`src/rtl/noc_input_buffer.sv`:
```
// Credit-based input FIFO for one router input port. Flits arriving from the
// upstream link are queued until the crossbar pops them; every pop returns one
// credit to the upstream sender on the following cycle.
module noc_input_buffer #(
   parameter int unsigned WIDTH = 16,
   parameter int unsigned DEPTH = 4
) (
   input  logic                       clk,
   input  logic                       reset,
   input  logic                       valid_i,
   input  logic [WIDTH-1:0]           data_i,
   output logic                       credit_o,
   output logic                       out_valid,
   output logic [WIDTH-1:0]           out_data,
   input  logic                       out_ready,
   output logic [$clog2(DEPTH):0]     count,
   output logic                       overflow_err
);

   localparam int unsigned PtrW = $clog2(DEPTH);
   localparam int unsigned CntW = PtrW + 1;

   // Storage is never reset; only the pointers and occupancy define validity.
   logic [WIDTH-1:0] mem_q [DEPTH];

   logic [PtrW-1:0]  wr_ptr_q, wr_ptr_d;
   logic [PtrW-1:0]  rd_ptr_q, rd_ptr_d;
   logic [CntW-1:0]  count_q, count_d;
   logic             credit_q, credit_d;
   logic             overflow_q, overflow_d;

   logic             push;
   logic             pop;
   logic             full;
   logic             accept;
   logic             drop;

   // Handshake decode: a push into a full buffer is only legal if a pop frees a slot.
   always_comb begin
      push   = valid_i;
      pop    = (count_q != '0) && out_ready;
      full   = (count_q == CntW'(DEPTH));
      accept = push && (!full || pop);
      drop   = push && full && !pop;
   end

   // Next-state for pointers, occupancy, credit return and sticky error.
   always_comb begin
      wr_ptr_d   = wr_ptr_q;
      rd_ptr_d   = rd_ptr_q;
      count_d    = count_q;
      credit_d   = pop;
      overflow_d = overflow_q | drop;

      // Pointers are exactly log2(DEPTH) bits, so increment wraps on its own.
      if (accept) begin
         wr_ptr_d = wr_ptr_q + PtrW'(1);
      end
      if (pop) begin
         rd_ptr_d = rd_ptr_q + PtrW'(1);
      end

      unique case ({accept, pop})
         2'b10:   count_d = count_q + CntW'(1);
         2'b01:   count_d = count_q - CntW'(1);
         default: count_d = count_q;
      endcase
   end

   // Control state with synchronous active-low reset.
   always_ff @(posedge clk) begin
      if (!reset) begin
         wr_ptr_q   <= '0;
         rd_ptr_q   <= '0;
         count_q    <= '0;
         credit_q   <= 1'b0;
         overflow_q <= 1'b0;
      end else begin
         wr_ptr_q   <= wr_ptr_d;
         rd_ptr_q   <= rd_ptr_d;
         count_q    <= count_d;
         credit_q   <= credit_d;
         overflow_q <= overflow_d;
      end
   end

   // Flit storage write; suppressed during reset so dropped traffic leaves no trace.
   always_ff @(posedge clk) begin
      if (reset && accept) begin
         mem_q[wr_ptr_q] <= data_i;
      end
   end

   // Head-of-queue outputs, combinational from registered state (no input bypass).
   always_comb begin
      out_valid    = (count_q != '0);
      out_data     = out_valid ? mem_q[rd_ptr_q] : '0;
      count        = count_q;
      credit_o     = credit_q;
      overflow_err = overflow_q;
   end

endmodule

```
`config.mk`:
```
export PLATFORM = sky130hd
export DESIGN_NAME = noc_input_buffer
export DESIGN_NICKNAME = d
export VERILOG_FILES = /design/src/rtl/noc_input_buffer.sv
export SDC_FILE = /design/constraint.sdc
export NUM_CORES = 1
export LEC_CHECK = 0
export CORE_MARGIN = 1.5
export CORE_UTILIZATION = 49
export CTS_BUF_LIST = sky130_fd_sc_hd__clkbuf_4 sky130_fd_sc_hd__clkbuf_8 sky130_fd_sc_hd__clkbuf_16
export CTS_CLUSTER_SIZE = 24
export DETAILED_ROUTE_END_ITERATION = 16
export GPL_ROUTABILITY_DRIVEN = 1
export HOLD_SLACK_MARGIN = 0.03
export PLACE_DENSITY = 0.75
export SYNTH_ARGS = -nofsm -noshare
export SYNTH_HDL_FRONTEND = slang
export SYNTH_SLANG_ARGS = --single-unit
```
`constraint.sdc`:
```
create_clock -name clk -period 2 [get_ports clk]
set_input_delay 0.2 -clock clk [delete_from_list [all_inputs] [get_ports clk]]
set_output_delay 0.2 -clock clk [all_outputs]
set_load 0.1 [all_outputs]
```
# Yosys cells after proc, flatten, opt, wreduce, memory -nomap -nowiden
# Memories as Yosys holds them, arrays and structs flattened. A register that Yosys moved wholly into a read port is not among the register bits.
# Index checks and enable logic that the tools add are counted.
[totals]
reg_bits = 9
latchBits = 0
ramBits = 64
rom_bits = 0
output_inout_bits = 22
mem_count = 1
[classes]
n_addsub = 4
n_mul = 0
n_div = 0
magnitude_cmp = 0
n_eq_ne = 3
n_shift = 0
muxes = 6
bitwise_logic = 1
reduce_logical = 10
[mem_list]
columns = ["name", "words", "word_bits", "read_ports", "rd_clocked_by_memory_dff", "write_ports", "line", "rtl"]
rows = [
  ["mem_q", 4, 16, 1, 1, 1, "24", "logic [WIDTH-1:0] mem_q [DEPTH];"],
]
[ops]
columns = ["cell", "n"]
rows = [
  ["$mux 16", 1],
  ["$pmux 3 s2", 1],
  ["$logic_and 1x1->1", 5],
  ["$add 2x1->2 const B", 2],
  ["$mux 2", 2],
  ["$add 3x1->3 const B", 1],
  ["$eq 3x3->1 const B", 1],
  ["$reduce_bool 3->1", 1],
  ["$sub 3x1->3 const B", 1],
  ["$eq 2x1->1 const B", 1],
  ["$eq 2x2->1 const B", 1],
  ["$logic_not 1->1", 2],
  ["$mux 1", 2],
  ["$reduce_bool 2->1", 1],
  ["$logic_or 1x1->1", 1],
  ["$or 1x1->1", 1],
]

# Longest topological paths before layout
# Gate-level depths: netlist of the first run.
[depth]
word_depth = 7
ltp_mapped = 9
mapped_depth_nobuf = 6

# Worst setup path after synthesis of the first run
# OpenSTA, ideal clock, no wires.
[synth_timing]
kind = "reg2reg"
startpoint = "reg count_q[1] (netlist: count[1])"
endpoint = "reg count_q[2] (netlist: count[2])"
setup_time_ns = 0.125
arrival_time_ns = 2.623
required_ns = 1.875
slack_ns = -0.748
path_stages_with_launch = 10
synth_period_minus_slack_ns = 2.748
cell_sequence = "dfxtp_1 buf_2 or3_1 buf_2 buf_6 nand3_1 fa_1 nand2b_1 mux2i_1 a31oi_1"
[synth_via]
elab_chain_len = 6
elab_cells_between_ends = 12
classes_between = "add/sub (2); eq/ne (3); mux (1); reduce/logical (6)"
[synth_lines]
columns = ["element", "line", "rtl"]
rows = [
  ["start, declared", "28", "logic [CntW-1:0] count_q, count_d;"],
  ["start signal, assigned", "81", "count_q <= count_d;"],
  ["$reduce_bool 3->1 *", "-", ""],
  ["via out_valid", "13", "output logic out_valid,"],
  ["$logic_and 1x1->1 *", "41", "pop = (count_q != '0) && out_ready;"],
  ["$logic_or 1x1->1", "43", "accept = push && (!full || pop);"],
  ["$logic_and 1x1->1", "43", ""],
  ["$eq 2x1->1 / $eq 2x2->1 (equally long branches)", "63", "unique case ({accept, pop})"],
  ["$pmux 3 s2 / $reduce_bool 2->1 (equally long branches)", "-", ""],
]
# Mark *: on every way through the listed nets, which the timed path passes. The rest lies on a longest branch.
# A chain may end at the register's enable or synchronous reset.

==> results of run 1 <==
tightest hold or removal path, delay by kind of cell (launching register included):
| kind | cells | cell delay (ns) |
|---|---|---|
| AND/OR/NAND/NOR | 1 | 0.08 |
| flip-flops | 1 | 0.34 |
| AO/OA/AOI/OAI | 1 | 0.05 |
cell usage in the layout (no fill, tap or decap), drive strengths merged, types with 3 or more instances in the layout:
cell type and instances:
bufinv 4, nand3 4, inv 11, mux4 16
clkdlybuf4s50 19, a21oi 3, edfxtp 64, dfxtp 11
nor2 11, mux2i 3, clkbuf 9, ha 4
nand2 3, nand2b 3, and2 16, buf 30
stage by stage:
stage	worst slack, ns	cell area [um^2]	hold WS [ns]	setup TNS [ns]	cells
after floorplan	-0.146	3170	0.299	-0.241	177
after CTS	-0.00401	4090	0.490	-0.00859	306
after detailed placement	-0.103	3790	0.470	-4.80	289
final	0.0692	4090	0.496	0	306
after global routing	0.00161	4090	0.486	0	306
after global placement	-0.0461	3790	0.468	-1.16	289
routing by layer:
layer | part of all wire [%] | wire length [um] | GRT usage (%)
met1 | 41 | 2240 | 21.9
met2 | 53 | 2890 | 30.2
met3 | 3.8 | 205 | 5.60
met4 | 1.3 | 68 | 7.00
met5 | 0 | 0 | 0
final cells by class:
class / count / area [um^2]
tap: 75 / 93.8
sequential: 75 / 2160
timing repair buffer: 49 / 664
inverter: 10 / 37.5
clock buffer: 9 / 124
fill: 409 / 1940
clock inverter: 7 / 139
multi-input combinational: 81 / 875
what timing repair did:
item	CTS	global route
endpoints found under the hold margin	0	0
setup endpoints to repair	15	14
gates resized for setup	11	14
gates cloned	1	0
hold buffers	0	0
cell families (layout without fill, tap and decap cells):
family | Yosys count | after routing
compound gates | 11 | 11
xor+xnor | 3 | 3
fa+ha+maj | 5 | 5
buf+inv | 21 | 75
flops | 75 | 75
mux | 19 | 19
simple gates | 43 | 43
worst paths after layout:
path	from	slack [ns]	depth (start not counted)	end
setup / recovery	flop	0.07	4	out_data[2]
hold / removal	overflow_err	0.50	2	overflow_err
setup reg to reg	count[2]	0.16	3	mem_q[3][13]
hold reg to reg	overflow_err	0.50	2	overflow_err
sequential cells by signal, summed over array words and instances, names as in the netlist, named ones only:
name / flops
mem_q: 64
count: 3
rd_ptr_q: 2
wr_ptr_q: 2
credit_o: 1
overflow_err: 1
==> impl_metrics.csv, run 1 <==
group,metric,value,unit
global_route,grt_usage,18.0,%
global_route,grt_max_degree,18,
logic_synthesis,synth_top_cell_by_area,"edfxtp_1",
route,drt_iter0_drc,179,
clock_network,path_clk_slew,0.07,ns
logic_synthesis,synth-adder-area-share,2.26,%
finish,drive_above_1_share,39.0,%
logic_synthesis,synth.net_count,202,
logic_synthesis,synth_top_family_by_area,"multiplexers",
logic_synthesis,ys_seq_elements,75,
worst_setup_path,worst_path_most_repeated_cell,"buf_12",
finish,nNetsFinal,251,
sta,worst_slew_pin_slew,0.908,ns
logic_synthesis,syn-cell-area,3100,um^2
hold_path,hold_class,"flop to flop",
sta,post-route-period-util,96.5,%
worst_setup_path,crit_fanout,8,
sta,maxSlewViolCount,0,
route,drtPass1Iterations,4,
sta,finalHoldViolations,0,
logic_synthesis,ys_async_sr_fraction,0,%
worst_setup_path,path_buf_inv,2,
global_route,antenna_found_initial,0,
global_route,grt_overflow_total,0,
logic_synthesis,synth_most_common_cell,"edfxtp_1",
logic_synthesis,yosysWarnings,0,
worst_setup_path,slowest_stage,"mux4_2",
route,via_count,1636,
worst_setup_path,cp-start-kind,"flop",
finish,antenna_cells,0,
sta,post-route-min-period,1.93,ns
route,routed_via_density,5.35,
worst_setup_path,critPathKind,"flop to output pin",
route,routedWlPerCell,17.6,um
run,cap_violations,0,
worst_setup_path,cp_top_family,"multiplexers",
placement,place.gp.congestion,0.703,
clock_network,postCtsSetupRepairBufs,0,
die,start_util,51.5,%
clock_network,cts_made_buffers,9,
sta,slew_headroom,39.4,%
logic_synthesis,synth_compound_area_share,2.46,%
finish,area_growth,31.8,%
die,io_pins,42,
finish,utilization,67.9,%
sta,fmax,518,MHz
sta,fin_skew,0.00658,ns
logic_synthesis,ys.flop_type,"edfxtp_1",
worst_setup_path,cpPeakStageDelay,0.51,ns
route,postRouteAntennaNets,0,
logic_synthesis,seq_area_frac_synth,69.0,%
worst_setup_path,arrival,1.73,ns
clock_network,insertion_delay,0.33,ns
global_route,grt_pass1_vias,1675,
die,row_count,28,
die,fp.dieH,82.6,um
worst_setup_path,end_kind,"output pin",
clock_network,cts_tree,"built",
logic_synthesis,synth_simple_gate_area_share,8.02,%
sta,rsz0062_at_grt,"false",
logic_synthesis,synth_cell_type_count,31,
worst_setup_path,required,1.80,ns
clock_network,cts_sinks,75,
worst_setup_path,path_cells,"buf_12, mux4_2, and2_4, buf_12",
logic_synthesis,synthCells,177,
logic_synthesis,synthMuxAreaShare,13.3,%
logic_synthesis,avgSynthCellArea,17.5,um^2
sta,finalSetupViolations,0,
route,drc,0,
die,die-area,6820,um^2
logic_synthesis,synth_top_area_share,61.9,%
clock_network,cts_root_buf,"clkbuf_8",
clock_network,htreeDepth,3,
die,coreArea,6030,um^2
placement,hpwlAfterDp,3540,um
clock_network,cts_buffer_depth,2,
logic_synthesis,ys_top_cells_by_count,"edfxtp_1 (64), and2_1 (16), dfxtp_1 (11), nor2_1 (11)",
logic_synthesis,synth-xor-area-share,0.847,%
logic_synthesis,synthTopCellsByArea,"edfxtp_1 (62%), mux4_2 (7.3%), dfxtp_1 (7.1%)",
die,die_w,82.6,um
outcome,status,"completed",
placement,io_buffer_count,41,
logic_synthesis,synth_edf_count,64,
global_route,grt_pass1_wl,8460,um
route,routed_wl,5400,um
Power of run 1 is left out: the tool's default activity adds up to more than one toggle a clock period on the data nets, which glitch-free logic cannot reach.
==> inputs of run 2 (changes only) <==
RECOVER_POWER = 50   (was not set)
clock period = 1.76 ns   (was 2 ns; I/O delays follow)
==> run 2 against run 1 <==
The run now ends with negative setup slack left. Count of clock-buffer cells in the layout is 1 higher. Critical path depth is the same. Clock skew grew 0.0014 ns. Global-route usage grew 0.56 points. Flip-flop and latch count stayed put. First-iteration DRC count shrank 56%. Cell count grew 1.6%. Via count rose by 1.5%. Sequential share of layout area rose by 0.17 points. Register-to-register slack worse by 0.10 ns. Wire length rose by 0.83%.
==> impl_metrics.csv, run 2 (synthesis results as in run 1) <==
group,metric,value,unit
outcome,violations,"negative setup slack",
die,die_w,82.6,um
sta,worst_slew_pin_slew,0.621,ns
clock_network,cts_tree,"built",
die,start_util,51.5,%
route,routedWlPerCell,17.5,um
sta,setup_tns,-1.88,ns
route,drc,0,
worst_setup_path,cp-start-kind,"flop",
clock_network,cts_sinks,75,
sta,fmax,528,MHz
outcome,status,"finished, violations left",
worst_setup_path,slowest_stage,"mux4_2",
clock_network,postCtsSetupRepairBufs,0,
sta,rsz0062_at_grt,"true",
global_route,grt.busiest_layer,"met2",
worst_setup_path,end_kind,"output pin",
die,fp.dieH,82.6,um
clock_network,htreeDepth,3,
finish,fillers,398,
sta,finalHoldViolations,0,
finish,design_area,4070,um^2
clock_network,path_clk_slew,0.07,ns
hold_path,hold_path_end,"overflow_err",
finish,nNetsFinal,256,
clock_network,insertion_delay,0.34,ns
global_route,grt_pass1_wl,8670,um
sta,setup_slack,-0.133,ns
worst_setup_path,required,1.58,ns
placement,place.gp.congestion,0.761,
placement,placed_area,3840,um^2
finish,stdcell_count,311,
worst_setup_path,reg2reg_depth,6,
sta,slew_headroom,58.0,%
placement,io_buffer_count,41,
finish,register_area,2150,um^2
route,drtPass1Iterations,4,
global_route,grt_overflow_total,0,
clock_network,cts_buffer_depth,2,
route,drt_iter0_drc,78,
hold_path,hold_class,"flop to flop",
die,io_pins,42,
worst_setup_path,cpPeakStageDelay,0.51,ns
placement,placed_cells,294,
finish,final_cell_mix,"edfxtp_1 (64), buf_12 (18), mux4_2 (16), and2_4 (16), dlygate4sd3_1 (16)",
worst_setup_path,path_buf_inv,2,
sta,maxSlewViolCount,0,
global_route,grt_use_met2,30.7,%
hold_path,worstHoldStart,"overflow_err",
finish,multi_input_area,910,um^2
worst_setup_path,r2r_setup_slack,0.06,ns
global_route,grt_usage,18.6,%
finish,layout_commonest_cell,"edfxtp_1",
clock_network,cts_root_buf,"clkbuf_8",
route,via_count,1660,
route,postRouteAntennaNets,0,
finish,regMostFlops,"mem_q",
die,die-area,6820,um^2
sta,fin_skew,0.00799,ns
sta,post-route-min-period,1.89,ns
worst_setup_path,cp_top_family,"multiplexers",
die,row_count,28,
global_route,use_met3,5.49,%
clock_network,cts_made_buffers,9,
die,coreArea,6030,um^2
route,routed_via_density,5.34,
placement,hpwlAfterDp,3600,um
worst_setup_path,worst_path_most_repeated_cell,"buf_12",
finish,utilization,67.5,%
global_route,use_met1,22.8,%
route,routed_wl,5440,um
global_route,grt_max_degree,18,
sta,finalSetupViolations,16,
worst_setup_path,crit_fanout,8,
finish,area_growth,31.2,%
worst_setup_path,path_cells,"buf_12, mux4_2, and2_4, buf_12",
run,cap_violations,0,
global_route,grt_pass1_vias,1680,
worst_setup_path,arrival,1.72,ns
hold_path,hold_path_depth,2,
worst_setup_path,critPathKind,"flop to output pin",
finish,drive_above_1_share,40.3,%
worst_setup_path,r2r_start,"count[1]",
finish,largest_reg_flops,64,
worst_setup_path,r2r_end,"count[2]",
sta,post-route-period-util,108,%
global_route,antenna_found_initial,0,
finish,antenna_cells,0,
[run 2: layout make-up]
cell class / count / share of cell area [%]
tap: 75 / 2.31
sequential: 75 / 52.9
multi-input combinational: 81 / 22.3
clock buffer: 10 / 3.23
timing repair buffer: 54 / 16.9
inverter: 10 / 0.922
clock inverter: 6 / 1.38
[run 2: worst max-delay path by stage]
stage,startpoint,to,depth (start not counted),slack [ns]
global placement,out_ready,mem_q[1][13],4,-0.32
floorplan,count[1],count[2],9,-0.39
finish,flop,out_data[1],4,-0.13
CTS,flop,out_data[4],4,-0.19
detailed placement,out_ready,mem_q[1][13],4,-0.37
global route,flop,out_data[8],4,-0.18
[run 2: what timing repair did]
| action | 4_1_cts | 5_1_grt |
|---|---|---|
| gates resized for setup | 26 | 4 |
| hold buffers | 0 | 0 |
| pin swaps | 2 | 2 |
| setup endpoints to repair | 48 | 18 |
| cloned | 1 | 0 |
[run 2: through the flow]
stage	hold slack, ns	setup WS (ns)
5_1_grt	0.540	-0.185
3_5_place_dp	0.476	-0.368
2_1_floorplan	0.275	-0.386
3_3_place_gp	0.465	-0.315
6_report	0.495	-0.133
4_1_cts	0.452	-0.192
[run 2: metal layers]
| metal | wire length, um | part of all wire, % | vias to the layer above |
|---|---|---|---|
| li1 | - | - | 775 |
| met1 | 2170 | 40 | 824 |
| met2 | 2940 | 54 | 57 |
| met3 | 293 | 5.4 | 4 |
| met4 | 42 | 0.77 | 0 |
| met5 | 0 | 0 | - |
[run 2: worst reg2reg max path: cells and delay by family (launching register included)]
kind | cells | cell delay, ns
AO/OA/AOI/OAI | 2 | 0.22
flip-flops | 1 | 0.37
AND/OR/NAND/NOR | 1 | 0.26
buffers and inverters | 2 | 0.40
adder cells (fa/ha/maj) | 1 | 0.36
Power of run 2 is left out for the same reason.
